**config.mk**
```make
export PLATFORM = sky130hd
export DESIGN_NAME = regfile_wr_arbiter
export DESIGN_NICKNAME = d
export VERILOG_FILES = /design/src/rtl/regfile_wr_arbiter.sv
export SDC_FILE = /design/constraint.sdc
export NUM_CORES = 1
export LEC_CHECK = 0
export CORE_UTILIZATION = 54
export DETAILED_ROUTE_END_ITERATION = 10
export PLACE_DENSITY_LB_ADDON = 0.2
export RECOVER_POWER = 100
export SLEW_MARGIN = 15
export SYNTH_ARGS = -nofsm -noshare
export SYNTH_HDL_FRONTEND = slang
export SYNTH_SLANG_ARGS = --single-unit
```
**constraint.sdc**
```tcl
create_clock -name clk -period 9.14 [get_ports clk]
set_clock_uncertainty 0.1 [all_clocks]
set_input_delay 1.828 -clock clk [delete_from_list [all_inputs] [get_ports clk]]
set_output_delay 1.828 -clock clk [all_outputs]
set_load 0.05 [all_outputs]
```
**src/rtl/regfile_wr_arbiter.sv**
```systemverilog
`default_nettype none
// +----------------------------------------------------------------------------+
// | Module   : regfile_wr_arbiter                                              |
// | Purpose  : Shares the register-file write port between the pipeline (A)    |
// |            and a buffered multi-cycle unit (B) with an anti-starvation      |
// |            stall, and tracks registers with outstanding B results.          |
// | Revision : 1.0                                                              |
// +----------------------------------------------------------------------------+
module regfile_wr_arbiter #(
    parameter int STARVE_LIMIT = 3,
    parameter int DEPTH        = 2
) (
    input  logic        clk,
    input  logic        rst_n,
    input  logic        a_valid,
    input  logic [4:0]  a_reg,
    input  logic [63:0] a_data,
    output logic        stall_a,
    input  logic        b_valid,
    output logic        b_ready,
    input  logic [4:0]  b_reg,
    input  logic [63:0] b_data,
    input  logic        issue_valid,
    input  logic [4:0]  issue_reg,
    output logic [31:0] pending,
    output logic        RegWrite,
    output logic [4:0]  WriteRegister,
    output logic [63:0] WriteData
);

    localparam int                 c_PTR_W = (DEPTH > 1) ? $clog2(DEPTH) : 1;
    localparam int                 c_CNT_W = c_PTR_W + 1;
    localparam logic [c_CNT_W-1:0] c_DEPTH = c_CNT_W'(DEPTH);
    localparam logic [3:0]         c_LIMIT = 4'(STARVE_LIMIT);
    localparam logic [4:0]         c_XZR   = 5'd31;

    logic [4:0]         r_fifo_reg  [DEPTH];
    logic [63:0]        r_fifo_data [DEPTH];
    logic [c_PTR_W-1:0] r_rd_ptr;
    logic [c_PTR_W-1:0] r_wr_ptr;
    logic [c_CNT_W-1:0] r_count;
    logic [3:0]         r_wait_cnt;
    logic               r_stall_a;
    logic [31:0]        r_pending;
    logic               r_reg_write;
    logic [4:0]         r_wr_reg;
    logic [63:0]        r_wr_data;

    logic               w_empty;
    logic               w_push;
    logic               w_grant_a;
    logic               w_grant_b;
    logic [4:0]         w_head_reg;
    logic [63:0]        w_head_data;
    logic [3:0]         w_wait_next;
    logic [31:0]        w_pending_next;
    logic [c_CNT_W-1:0] w_count_next;

    assign w_empty     = (r_count == '0);
    assign b_ready     = (r_count != c_DEPTH);
    assign w_push      = b_valid && b_ready;
    assign w_head_reg  = r_fifo_reg[r_rd_ptr];
    assign w_head_data = r_fifo_data[r_rd_ptr];

    // A stall forces the buffered head through; otherwise A has priority.
    assign w_grant_b = !w_empty && (r_stall_a || !a_valid);
    assign w_grant_a = a_valid && !w_grant_b;

    assign w_count_next = r_count + {{c_PTR_W{1'b0}}, w_push} - {{c_PTR_W{1'b0}}, w_grant_b};

    always_comb begin
        w_wait_next = 4'd0;
        if (!w_empty && !w_grant_b) begin
            w_wait_next = (r_wait_cnt >= c_LIMIT) ? c_LIMIT : r_wait_cnt + 4'd1;
        end
    end

    // Clear before set so a same-cycle reissue keeps the bit outstanding.
    always_comb begin
        w_pending_next = r_pending;
        if (w_grant_b) begin
            w_pending_next[w_head_reg] = 1'b0;
        end
        if (issue_valid && (issue_reg != c_XZR)) begin
            w_pending_next[issue_reg] = 1'b1;
        end
    end

    always_ff @(posedge clk) begin
        if (w_push) begin
            r_fifo_reg[r_wr_ptr]  <= b_reg;
            r_fifo_data[r_wr_ptr] <= b_data;
        end
    end

    always_ff @(posedge clk or negedge rst_n) begin
        if (!rst_n) begin
            r_rd_ptr   <= '0;
            r_wr_ptr   <= '0;
            r_count    <= '0;
            r_wait_cnt <= 4'd0;
            r_stall_a  <= 1'b0;
            r_pending  <= 32'd0;
        end else begin
            if (w_push) begin
                r_wr_ptr <= r_wr_ptr + c_PTR_W'(1);
            end
            if (w_grant_b) begin
                r_rd_ptr <= r_rd_ptr + c_PTR_W'(1);
            end
            r_count    <= w_count_next;
            r_wait_cnt <= w_wait_next;
            r_stall_a  <= (w_wait_next >= c_LIMIT);
            r_pending  <= w_pending_next;
        end
    end

    // Writes to X31 are consumed but leave index/data untouched.
    always_ff @(posedge clk or negedge rst_n) begin
        if (!rst_n) begin
            r_reg_write <= 1'b0;
            r_wr_reg    <= 5'd0;
            r_wr_data   <= 64'd0;
        end else begin
            r_reg_write <= 1'b0;
            if (w_grant_a && (a_reg != c_XZR)) begin
                r_reg_write <= 1'b1;
                r_wr_reg    <= a_reg;
                r_wr_data   <= a_data;
            end else if (w_grant_b && (w_head_reg != c_XZR)) begin
                r_reg_write <= 1'b1;
                r_wr_reg    <= w_head_reg;
                r_wr_data   <= w_head_data;
            end
        end
    end

    assign stall_a       = r_stall_a;
    assign pending       = r_pending;
    assign RegWrite      = r_reg_write;
    assign WriteRegister = r_wr_reg;
    assign WriteData     = r_wr_data;

endmodule
`default_nettype wire

```
Word level (Yosys, flattened, before mapping)
Memory sizes are Yosys's and may differ from the RTL's.
Cells that the tools add are included.
{"block": "classes", "addsub": 5, "n_lt_le_gt_ge": 6, "eq_ne": 4, "mux": 16, "n_bitwise": 3, "reduce_logical": 15}
{"op": "$mux 64", "count": 2}
{"op": "$mux 32", "count": 2}
{"op": "$and 32x32->32", "count": 1}
{"op": "$not 32->32", "count": 1}
{"op": "$or 32x32->32", "count": 1}
{"op": "$ne 5x5->1 const B", "count": 3}
{"op": "$lt 5x6->1 const B", "count": 2}
{"op": "$demux 1 s5", "count": 2}
{"op": "$ge 5x1->1 const B", "count": 2}
{"op": "$mux 5", "count": 2}
{"op": "$logic_and 1x1->1", "count": 9}
{"op": "$ge 4x2->1 const B", "count": 2}
{"op": "$mux 4", "count": 2}
{"op": "$mux 1", "count": 6}
{"op": "$add 4x1->4 const B", "count": 1}
{"op": "$logic_not 1->1", "count": 3}
{"op": "$add 1x1->1 const B", "count": 2}
{"op": "$add 2x1->2", "count": 1}
{"op": "$logic_not 2->1", "count": 1}
{"op": "$ne 2x2->1 const B", "count": 1}
{"op": "$reduce_bool 2->1", "count": 1}
{"op": "$sub 2x1->2", "count": 1}
{"op": "$logic_or 1x1->1", "count": 1}
{"block": "word_totals", "register_bits": 111, "ramBits": 138, "inputBits": 148, "out_inout_bits": 104, "word_cells": 60, "mem_count": 2}
{"name": "r_fifo_data", "depth": 2, "width": 64, "rd": 1, "rd_clocked_by_memory_dff": 0, "write_ports": 1, "line_no": "38", "source": "logic [63:0] r_fifo_data [DEPTH];"}
{"name": "r_fifo_reg", "depth": 2, "width": 5, "rd": 1, "rd_clocked_by_memory_dff": 0, "write_ports": 1, "line_no": "37", "source": "logic [4:0] r_fifo_reg [DEPTH];"}

Depth between registers and ports, before layout
Gate-level depths: netlist (run 1).
An unclocked memory read counts as a cell.
{"block": "logic_depth", "ltp_word": 10, "depth_mapped": 8, "mapped_depth_nobuf": 8}

Least setup slack after synthesis (run 1)
No wires, ideal clock.
{"block": "synth_timing", "path_type": "input-to-reg", "from": "input b_valid", "to": "memory r_fifo_data[0][0] (enable)", "arrival_ps": 4830, "t_required_ps": 8543, "path_slack_ps": 3713, "path_stages": 2, "path_buffers": 0, "path_cell_list": "nand2_1 nor2_1"}
{"block": "synth_via", "elab_chain_len": 3}
{"item": "from (decl)", "line_no": "19", "source": "input logic b_valid,"}
{"item": "$logic_and 1x1->1", "line_no": "61", "source": "assign w_push = b_valid && b_ready;"}
{"item": "$mux 1", "line_no": "90", "source": "if (w_push) begin"}
{"item": "$mux 1 (implied by the code)", "line_no": "92", "source": "r_fifo_data[r_wr_ptr] <= b_data;"}
{"item": "to (decl)", "line_no": "38"}
Every way passes these cells.

Worst setup path in the final report (run 1)
{"block": "layout_timing", "from": "input a_valid", "to": "register r_wr_data[15] (netlist: WriteData[15])"}
{"block": "layout_via", "elab_chain_len": 7}
{"item": "from (decl)", "line_no": "15", "source": "input logic a_valid,"}
{"item": "$logic_not 1->1", "line_no": "66", "source": "assign w_grant_b = !w_empty && (r_stall_a || !a_valid);"}
{"item": "$logic_or 1x1->1", "line_no": "66"}
{"item": "$logic_and 1x1->1", "line_no": "66"}
{"item": "$logic_not 1->1", "line_no": "67", "source": "assign w_grant_a = a_valid && !w_grant_b;"}
{"item": "$logic_and 1x1->1", "line_no": "67"}
{"item": "$logic_and 1x1->1", "line_no": "126", "source": "if (w_grant_a && (a_reg != c_XZR)) begin"}
{"item": "$mux 64 or $reduce_bool 2->1 (tied branches)"}
{"item": "to (signal assigned)", "line_no": "129", "source": "r_wr_data <= a_data;"}
{"item": "to (signal assigned)", "line_no": "133", "source": "r_wr_data <= w_head_data;"}
{"item": "to (decl)", "line_no": "47", "source": "logic [63:0] r_wr_data;"}
Several ways; a longest one is shown, not always the timed one.
A chain may end at the register's enable or synchronous reset.

==> results.yml, run 1 <==
logic_synthesis:
  ys.flop_type: "edfxtp_1"
  synth_compound_area_frac: 0.1976
  synth_top_family_by_area: "compound AO/OA/AOI/OAI gates"
  synth_cell_types: 44
  synth_simple_gate_area_frac: 0.09791
  yosysWarningCount: 0
  syn-mean-instance-area_um2: 13.05
  synthMuxAreaShare: 0.007204
  synth-edff-count: 138
  syn_area_um2: 10590
  synth-seq-area-share: 0.6534
  synth_fa_ha_area_frac: 0.003543
  synth-seq-cells: 249
  synthArstFlopShare: 0.4458
  postSynthCellCount: 812
  synth_xor_area_frac: 0.003307
grt:
  grt_max_degree: 107
  grt_use_total: 0.2748
  grt_pass1_wl_mm: 43.05
  antenna_found_initial: 9
  grt.overflow.total: 0
  grt_pass1_vias: 8004
pwr:
  seqPwrFrac: 0.354
  p_int_mw: 2.980
  p_switching_mw: 2.219
  combPwrFrac: 0.442
  power_leakage_nw: 4.986
  switching_share: 0.4268
  p_clk_frac: 0.204
  ir_drop_v: 0.0002861
  p_per_area_nw_per_um2: 370.4
setup_path:
  crit_required_ns: 9.45
  crit_buf_inv: 2
  r2r_cells: 4
  reg2reg_from: "r_count[1]"
  crit_fanout: 102
  worstSetupStartpoint: "a_valid"
  cpMaxStageDelayCell: "o21ai_0"
  reg2reg_to: "r_fifo_data[0][55]"
  cp-start-kind: "input port"
  end_kind: "flip-flop"
  crit_family: "compound AO/OA/AOI/OAI gates"
  ff2ff_setup_slack_ns: 3.99
  path_cells: "dlygate4sd3_1 > nor2b_1 > o21ai_0 > buf_4 > nor3_1 > o31ai_1"
  max_stage_delay_ns: 2.58
  critical_path_class: "input port to flip-flop"
  cp.arrival_ns: 6.80
clock_network:
  hold_buffers: 0
  cts_resized: 0
  clock_latency_ns: 0.53
  cts-root-buf: "clkbuf_16"
  tritoncts: "yes"
  htree_levels: 1
  clockBufferDepth: 3
  cts_made_buffers: 25
  cts.sinks: 249
  cts.clk_slew.worst_paths_ns: 0.06
  post_cts_buffers: 0
detailed_routing:
  met3WireLength_mm: 2.046
  wl_met1_mm: 11.09
  vias_per_cell: 6.267
  wl_met2_mm: 13.47
  num_vias: 8178
  top_layer: "met5"
  initialDrtViolationCount: 738
  dr.pass1.iters: 5
  drc: 0
  avgRoutedWirePerCell_um: 21.09
  wirelength_mm: 27.52
  ant_nets: 0
timing:
  worst_pin_slew_ns: 3.525
  relSlewSlack: -1.350
  rsz0062_at_grt: "false"
  period_minus_slack_ns: 6.491
  setup_violations: 0
  hold_violations: 0
  fin_tns_setup_ns: 0
  drv_slew: 257
  fin_crit_sh: 0.7102
  clock.fmax_mhz: 154.1
  hold_ws_ns: 0.3866
placement:
  dp_hpwl_mm: 16.74
  gp_congestion: 0.8270
  io_buffers: 251
die:
  core-area_um2: 18960
  die_h_um: 142.1
  dieArea_um2: 20180
  initial_core_util: 0.5589
  die_x_um: 142.1
  rows: 50
  pin_count: 252
worst_hold_path:
  holdPathStages: 1
  hp-start: "r_wait_cnt[0]"
  hp-class: "flip-flop to flip-flop"
  min_to: "r_wait_cnt[0]"
run_status:
  status: "finished with violations"
  violations: "max-capacitance violations, max-slew violations"
layout:
  mostFrequentLayoutCell: "dlygate4sd3_1"
  layout_common_cells: "dlygate4sd3_1, edfxtp_1, dfrtp_1, clkdlybuf4s50_1, o21ai_0"
  area_growth_syn_to_layout_pct: 32.48
  drive_gt1_frac: 0.05395
  top_register: "r_fifo_data"
  final_nets: 1170
  largest_reg_flops: 128
job:
  drv_cap: 6
==> worst max-delay path by stage <==
stage | depth (start not counted) | to | slack, ns
after CTS | 8 | WriteRegister[1] | 4.59
after detailed placement | 8 | WriteRegister[1] | 4.06
final | 6 | WriteData[15] | 2.65
after global placement | 8 | WriteRegister[1] | 4.11
after global routing | 6 | WriteData[56] | 2.31
after floorplan | 2 | r_fifo_data[0][0] | 3.71
==> layer usage <==
layer | track usage | up-vias
met5 | 0 | -
met4 | 0.08998 | 6
met1 | 0.3724 | 4021
met2 | 0.4538 | 389
li1 | - | 3695
met3 | 0.04509 | 67
==> stage by stage <==
stage / total power [mW] / setup slack (ns) / cells / area (um2) / utilization
floorplan: 3.442 / 3.713 / 813 / 10600 / -
global placement: 4.200 / 4.113 / 1252 / 13210 / 0.6968
detailed placement: 4.254 / 4.064 / 1252 / 13210 / 0.6968
CTS: 5.315 / 4.587 / 1298 / 14070 / 0.7420
global route: 5.448 / 2.315 / 1303 / 14030 / 0.7401
finish: 5.199 / 2.649 / 1305 / 14030 / 0.7404
==> power by group through the flow <==
stage / sequential (mW) / combinational [mW] / clock, mW
after floorplan: 2.59 / 0.855 / 0
after global placement: 1.84 / 2.36 / 0
after detailed placement: 1.85 / 2.41 / 0
after CTS: 1.84 / 2.41 / 1.07
after global routing: 1.88 / 2.45 / 1.12
final: 1.84 / 2.30 / 1.06
==> kinds of logic (layout without fill, tap and decap cells) <==
| kind of cell | count (synthesis) | count (layout) |
|---|---|---|
| other | 1 | 9 |
| muxes | 7 | 7 |
| adders and majority gates | 3 | 3 |
| buffers and inverters | 88 | 313 |
| xor gates and xnor gates | 4 | 4 |
| AOI/OAI and AO/OA | 278 | 278 |
| and+or+nand+nor | 182 | 182 |
| DFF | 249 | 249 |
==> final cells by class <==
class | count | area, um2
clock buffer | 35 | 725.7
antenna | 7 | 17.52
timing repair buffer | 261 | 2577
clock inverter | 11 | 131.4
inverter | 6 | 22.52
fill | 1293 | 4921
tap | 260 | 325.3
sequential | 249 | 6925
multi-input combinational | 476 | 3309
==> cells in the mapped netlist (all sizes together), types with 2 or more instances <==
| master | number | area share |
|---|---|---|
| dfrtp | 111 | 0.26 |
| and3 | 5 | 0.0030 |
| nor2b | 68 | 0.040 |
| or4 | 2 | 0.0014 |
| nor2 | 6 | 0.0021 |
| a21boi | 2 | 0.0014 |
| and3b | 3 | 0.0025 |
| nor3 | 69 | 0.033 |
| o31ai | 66 | 0.047 |
| or2 | 2 | 0.0014 |
| o21ai | 70 | 0.033 |
| inv | 6 | 0.0021 |
| o221ai | 66 | 0.055 |
| a2bb2oi | 2 | 0.0028 |
| nand2b | 4 | 0.0024 |
| nand3 | 7 | 0.0033 |
| xnor2 | 4 | 0.0033 |
| a21oi | 3 | 0.0018 |
| nor3b | 3 | 0.0021 |
| a221oi | 66 | 0.055 |
| clkbuf | 40 | 0.014 |
| buf | 42 | 0.020 |
| nand2 | 7 | 0.0027 |
| edfxtp | 138 | 0.39 |
| nand4 | 2 | 0.0012 |
| mux2i | 5 | 0.0047 |
| mux2 | 2 | 0.0025 |
| ha | 3 | 0.0035 |
(Power assumes the default switching activity.)
==> run 2, diff against run 1 <==
--- a/config.mk
+++ b/config.mk
@@ -5,7 +5,7 @@
 export SDC_FILE = /design/constraint.sdc
 export NUM_CORES = 1
 export LEC_CHECK = 0
-export CORE_UTILIZATION = 54
+export CORE_UTILIZATION = 50
 export DETAILED_ROUTE_END_ITERATION = 10
 export PLACE_DENSITY_LB_ADDON = 0.2
 export RECOVER_POWER = 100
==> constraint.sdc (replaced) <==
create_clock -name clk -period 6.4 [get_ports clk]
set_clock_uncertainty 0.1 [all_clocks]
set_input_delay 1.28 -clock clk [delete_from_list [all_inputs] [get_ports clk]]
set_output_delay 1.28 -clock clk [all_outputs]
set_load 0.05 [all_outputs]
==> run 2 against run 1 <==
Effect of this change:
- the flow still finishes with violations (max-capacitance violations, max-slew violations)
- sequential power rose by 43%
- die area up 7.9%
- combinational power increased by 43%
- final cell count increased by 1.5%
- worst setup slack got worse by 1.1 ns
- critical path depth shrank 2
==> results.yml, run 2 (synthesis results as in run 1) <==
clock_network:
  cts.clk_slew.worst_paths_ns: 0.06
  hold_buffers: 0
  cts_resized: 0
  cts-root-buf: "clkbuf_16"
  clock_latency_ns: 0.52
  cts.sinks: 249
  cts_made_buffers: 26
  clockBufferDepth: 3
  htree_levels: 1
  tritoncts: "yes"
  post_cts_buffers: 0
placement:
  place_ws_ns: 2.046
  io_buffers: 251
  dp_hpwl_mm: 17.06
  gp_congestion: 0.7970
layout:
  final_nets: 1173
  drive_gt1_frac: 0.06142
  largest_reg_flops: 128
  mostFrequentLayoutCell: "dlygate4sd3_1"
  area_growth_syn_to_layout_pct: 33.68
  layout_common_cells: "dlygate4sd3_1, edfxtp_1, dfrtp_1, clkdlybuf4s50_1, nor3_1"
  top_register: "r_fifo_data"
  final_core_util: 0.6910
setup_path:
  r2r_cells: 5
  crit_required_ns: 6.40
  ff2ff_setup_slack_ns: 2.26
  critical_path_class: "input port to flip-flop"
  cp-start-kind: "input port"
  end_kind: "flip-flop"
  reg2reg_from: "r_rd_ptr"
  crit_fanout: 33
  cp.arrival_ns: 4.87
  reg2reg_to: "WriteData[31]"
timing:
  clock.fmax_mhz: 205.2
  relSlewSlack: -1.351
  hold_violations: 0
  hold_ws_ns: 0.3968
  fin_tns_setup_ns: 0
  setup_violations: 0
  rsz0062_at_grt: "false"
  worst_pin_slew_ns: 3.527
  drv_slew: 238
  fin_ws_ns: 1.528
  fin_crit_sh: 0.7613
  period_minus_slack_ns: 4.872
worst_hold_path:
  hp-class: "flip-flop to flip-flop"
  holdPathStages: 1
  hp-start: "r_wait_cnt[0]"
  min_to: "r_wait_cnt[0]"
detailed_routing:
  num_vias: 8113
  initialDrtViolationCount: 558
  wirelength_mm: 28.04
  vias_per_cell: 6.128
  ant_nets: 0
  dr.pass1.iters: 5
  drc: 0
  avgRoutedWirePerCell_um: 21.18
pwr:
  power_mw: 7.539
  p_per_area_nw_per_um2: 532.3
  ir_drop_v: 0.0002777
  power_leakage_nw: 5.030
die:
  initial_core_util: 0.5169
  dieArea_um2: 21770
  rows: 52
  core-area_um2: 20490
  die_x_um: 147.6
  pin_count: 252
  die_h_um: 147.6
run_status:
  status: "finished with violations"
  violations: "max-capacitance violations, max-slew violations"
grt:
  grt_use_total: 0.2557
  grt.overflow.total: 0
  grt_max_degree: 93
  grt_pass1_wl_mm: 43.84
  grt_pass1_vias: 8006
  antenna_found_initial: 12
job:
  drv_cap: 5
## run 2: changes by cell type in the layout (fill, tap and decap cells not counted), moves of 3 or more
cell        before  now
clkinvlp_4       1    4
o21ai_0         70   66
o21ai_1          0    3
diode_2          7   12
clkinv_2         2    7
clkinv_1         4    0
## run 2: through the flow
step	instance area, um2	instances
after floorplan	10600	813
after global placement	13240	1264
after detailed placement	13240	1264
after CTS	14180	1312
after global routing	14150	1321
final	14160	1324
## run 2: layer usage
metal / GRT usage / share of wire
met3: 0.05154 / 0.084
met5: 0 / 0.00046
met2: 0.4005 / 0.48
met4: 0.07680 / 0.016
met1: 0.3625 / 0.42
## run 2: area by class of cell
cell class                      count  area, um2
Antenna cell                       12      30.03
Clock inverter                     17      224.0
Inverter                            6      22.52
Tap cell                          270      337.8
Clock buffer                       31      711.9
Fill cell                        1501       6332
Sequential cell                   249       6922
Timing Repair Buffer              263       2589
Multi-Input combinational cell    476       3326
## run 2: worst max-delay path by stage
| stage | to | startpoint | slack (ns) |
|---|---|---|---|
| after global placement | WriteData[58] | a_reg[2] | 2.08 |
| after detailed placement | WriteData[31] | a_reg[2] | 2.05 |
| after CTS | WriteData[31] | a_reg[2] | 2.59 |
| after floorplan | r_fifo_data[0][0] | b_valid | 1.52 |
| after global routing | r_fifo_data[0][45] | b_valid | 1.26 |
| final | r_fifo_data[0][45] | b_valid | 1.53 |
## run 2: critical path: stages
cell           delay (ns)
dlygate4sd3_1        0.59
nand2_1              0.12
nor2_1               1.27
clkbuf_1             1.58
## run 2: power by group
part | leakage (nW) | internal, mW | switching (mW) | total [mW]
sequential | 2.59 | 2.31 | 0.318 | 2.63
combinational | 1.99 | 1.03 | 2.26 | 3.29
clock | 0.451 | 0.998 | 0.617 | 1.61
==> run 3, diff against run 2 <==
==> constraint.sdc (replaced) <==
create_clock -name clk -period 5.1 [get_ports clk]
set_clock_uncertainty 0.1 [all_clocks]
set_input_delay 1.02 -clock clk [delete_from_list [all_inputs] [get_ports clk]]
set_output_delay 1.02 -clock clk [all_outputs]
set_load 0.05 [all_outputs]
==> run 3 against run 2 <==
Effect of this change:
- the flow still finishes with violations (max-capacitance violations, max-slew violations)
- hold slack improved by 0.011 ns
- sequential power rose by 25%
- count of clock-buffer cells in the layout rose by 5
- clock power rose by 25%
- core utilization rose by 0.26 points
- die area did not move
- total power rose by 26%
- largest power group unchanged
==> results.yml, run 3 (synthesis results as in run 1) <==
run_status:
  status: "finished with violations"
  violations: "max-capacitance violations, max-slew violations"
setup_path:
  max_stage_delay_ns: 1.05
  crit_fanout: 35
  critical_path_class: "input port to flip-flop"
  end_kind: "flip-flop"
  worstSetupStartpoint: "a_valid"
  crit_required_ns: 5.41
  reg2reg_from: "r_count[1]"
  path_cells: "dlygate4sd3_1 > nand2b_1 > nand2_1 > a2bb2oi_4 > clkbuf_1 > inv_2 > o221a_1"
  cpMaxStageDelayCell: "nand2_1"
  cp-start-kind: "input port"
  cp.arrival_ns: 4.26
detailed_routing:
  drc: 0
  avgRoutedWirePerCell_um: 21.42
  num_vias: 8108
  dr.pass1.iters: 5
  wirelength_mm: 28.23
  initialDrtViolationCount: 537
  vias_per_cell: 6.152
  ant_nets: 0
layout:
  layout_common_cells: "dlygate4sd3_1, edfxtp_1, dfrtp_1, clkdlybuf4s50_1"
  final_core_util: 0.6936
  drive_gt1_frac: 0.06034
  final_area_um2: 14210
  mostFrequentLayoutCell: "dlygate4sd3_1"
  final_nets: 1175
  area_growth_syn_to_layout_pct: 34.18
  top_register: "r_fifo_data"
  largest_reg_flops: 128
timing:
  hold_violations: 0
  worst_pin_slew_ns: 2.330
  clock.fmax_mhz: 252.8
  fin_crit_sh: 0.7756
  relSlewSlack: -0.5531
  period_minus_slack_ns: 3.955
  fin_tns_setup_ns: 0
  hold_ws_ns: 0.4080
  rsz0062_at_grt: "false"
  setup_violations: 0
  drv_slew: 176
clock_network:
  cts_made_buffers: 26
  cts.clk_slew.worst_paths_ns: 0.06
  cts-root-buf: "clkbuf_16"
  cts_resized: 0
  cts.sinks: 249
  clock_latency_ns: 0.52
  clockBufferDepth: 3
  hold_buffers: 0
  htree_levels: 1
  tritoncts: "yes"
  post_cts_buffers: 0
die:
  die_h_um: 147.6
  pin_count: 252
  rows: 52
  die_x_um: 147.6
  initial_core_util: 0.5169
  core-area_um2: 20490
  dieArea_um2: 21770
grt:
  grt.overflow.total: 0
  antenna_found_initial: 5
  grt_pass1_vias: 7836
  grt_max_degree: 106
  grt_use_total: 0.2563
  grt_pass1_wl_mm: 43.53
worst_hold_path:
  hp-class: "flip-flop to flip-flop"
  hp-start: "pending[5]"
job:
  drv_cap: 4
placement:
  place_area_um2: 13290
  gp_congestion: 0.7981
  io_buffers: 251
  dp_hpwl_mm: 17.00
pwr:
  power_leakage_nw: 5.056
  p_per_area_nw_per_um2: 666.8
  ir_drop_v: 0.0003521
  power_mw: 9.478
-- run 3: cell types whose count changed in the layout (fill, tap and decap cells not counted), moves of 3 or more --
cell	previous run	this run
clkinv_2	7	4
diode_2	12	4
clkbuf_1	6	11
buf_4	10	6
o21ai_1	3	0
clkinvlp_4	4	0
clkinv_1	0	3
buf_12	0	3
o21ai_0	66	69
clkbuf_8	0	3
-- run 3: critical path, delay by kind of cell --
family                 cells  cell delay (ns)
buffers and inverters      3             1.32
AND/OR/NAND/NOR            2             1.21
AO/OA/AOI/OAI              2             0.70
-- run 3: where the power goes --
group          total [mW]  switching, mW  internal (mW)
logic                4.18           2.86           1.31
clock network        2.02          0.764           1.26
registers            3.28          0.382           2.90
total                9.48           4.01           5.47
-- run 3: area by class of cell --
type                    count  area, um2
flip-flops and latches    249       6925
fillers                  1524       6280
multi-input cells         476       3344
repair buffers            265       2654
clock buffers              36      739.5
well taps                 270      337.8
clock inverters            12      181.4
inverters                   6      22.52
diodes                      4      10.01
-- run 3: worst paths after layout --
| path | to | cells after the start | slack, ns |
|---|---|---|---|
| setup / recovery | WriteRegister[1] | 7 | 1.14 |
| hold / removal | pending[5] | 2 | 0.41 |
| setup reg to reg | WriteRegister[1] | 6 | 1.73 |
| hold reg to reg | pending[5] | 2 | 0.41 |
| max in group asynchronous | pending[16] | 2 | 1.67 |
| min in group asynchronous | pending[4] | 1 | 0.74 |
-- run 3: through the flow --
stage,instances,worst slack (ns)
final,1318,1.145
after global placement,1265,1.437
after floorplan,813,0.4812
after detailed placement,1265,1.389
after global routing,1317,0.9721
after CTS,1313,1.905
-- run 3: routing by layer --
metal	global-route usage	wire length (um)	up-vias
li1	-	-	3703
met1	0.3586	11590	3998
met2	0.4144	13840	363
met3	0.04414	2138	42
met4	0.07216	644	2
met5	0	13	-
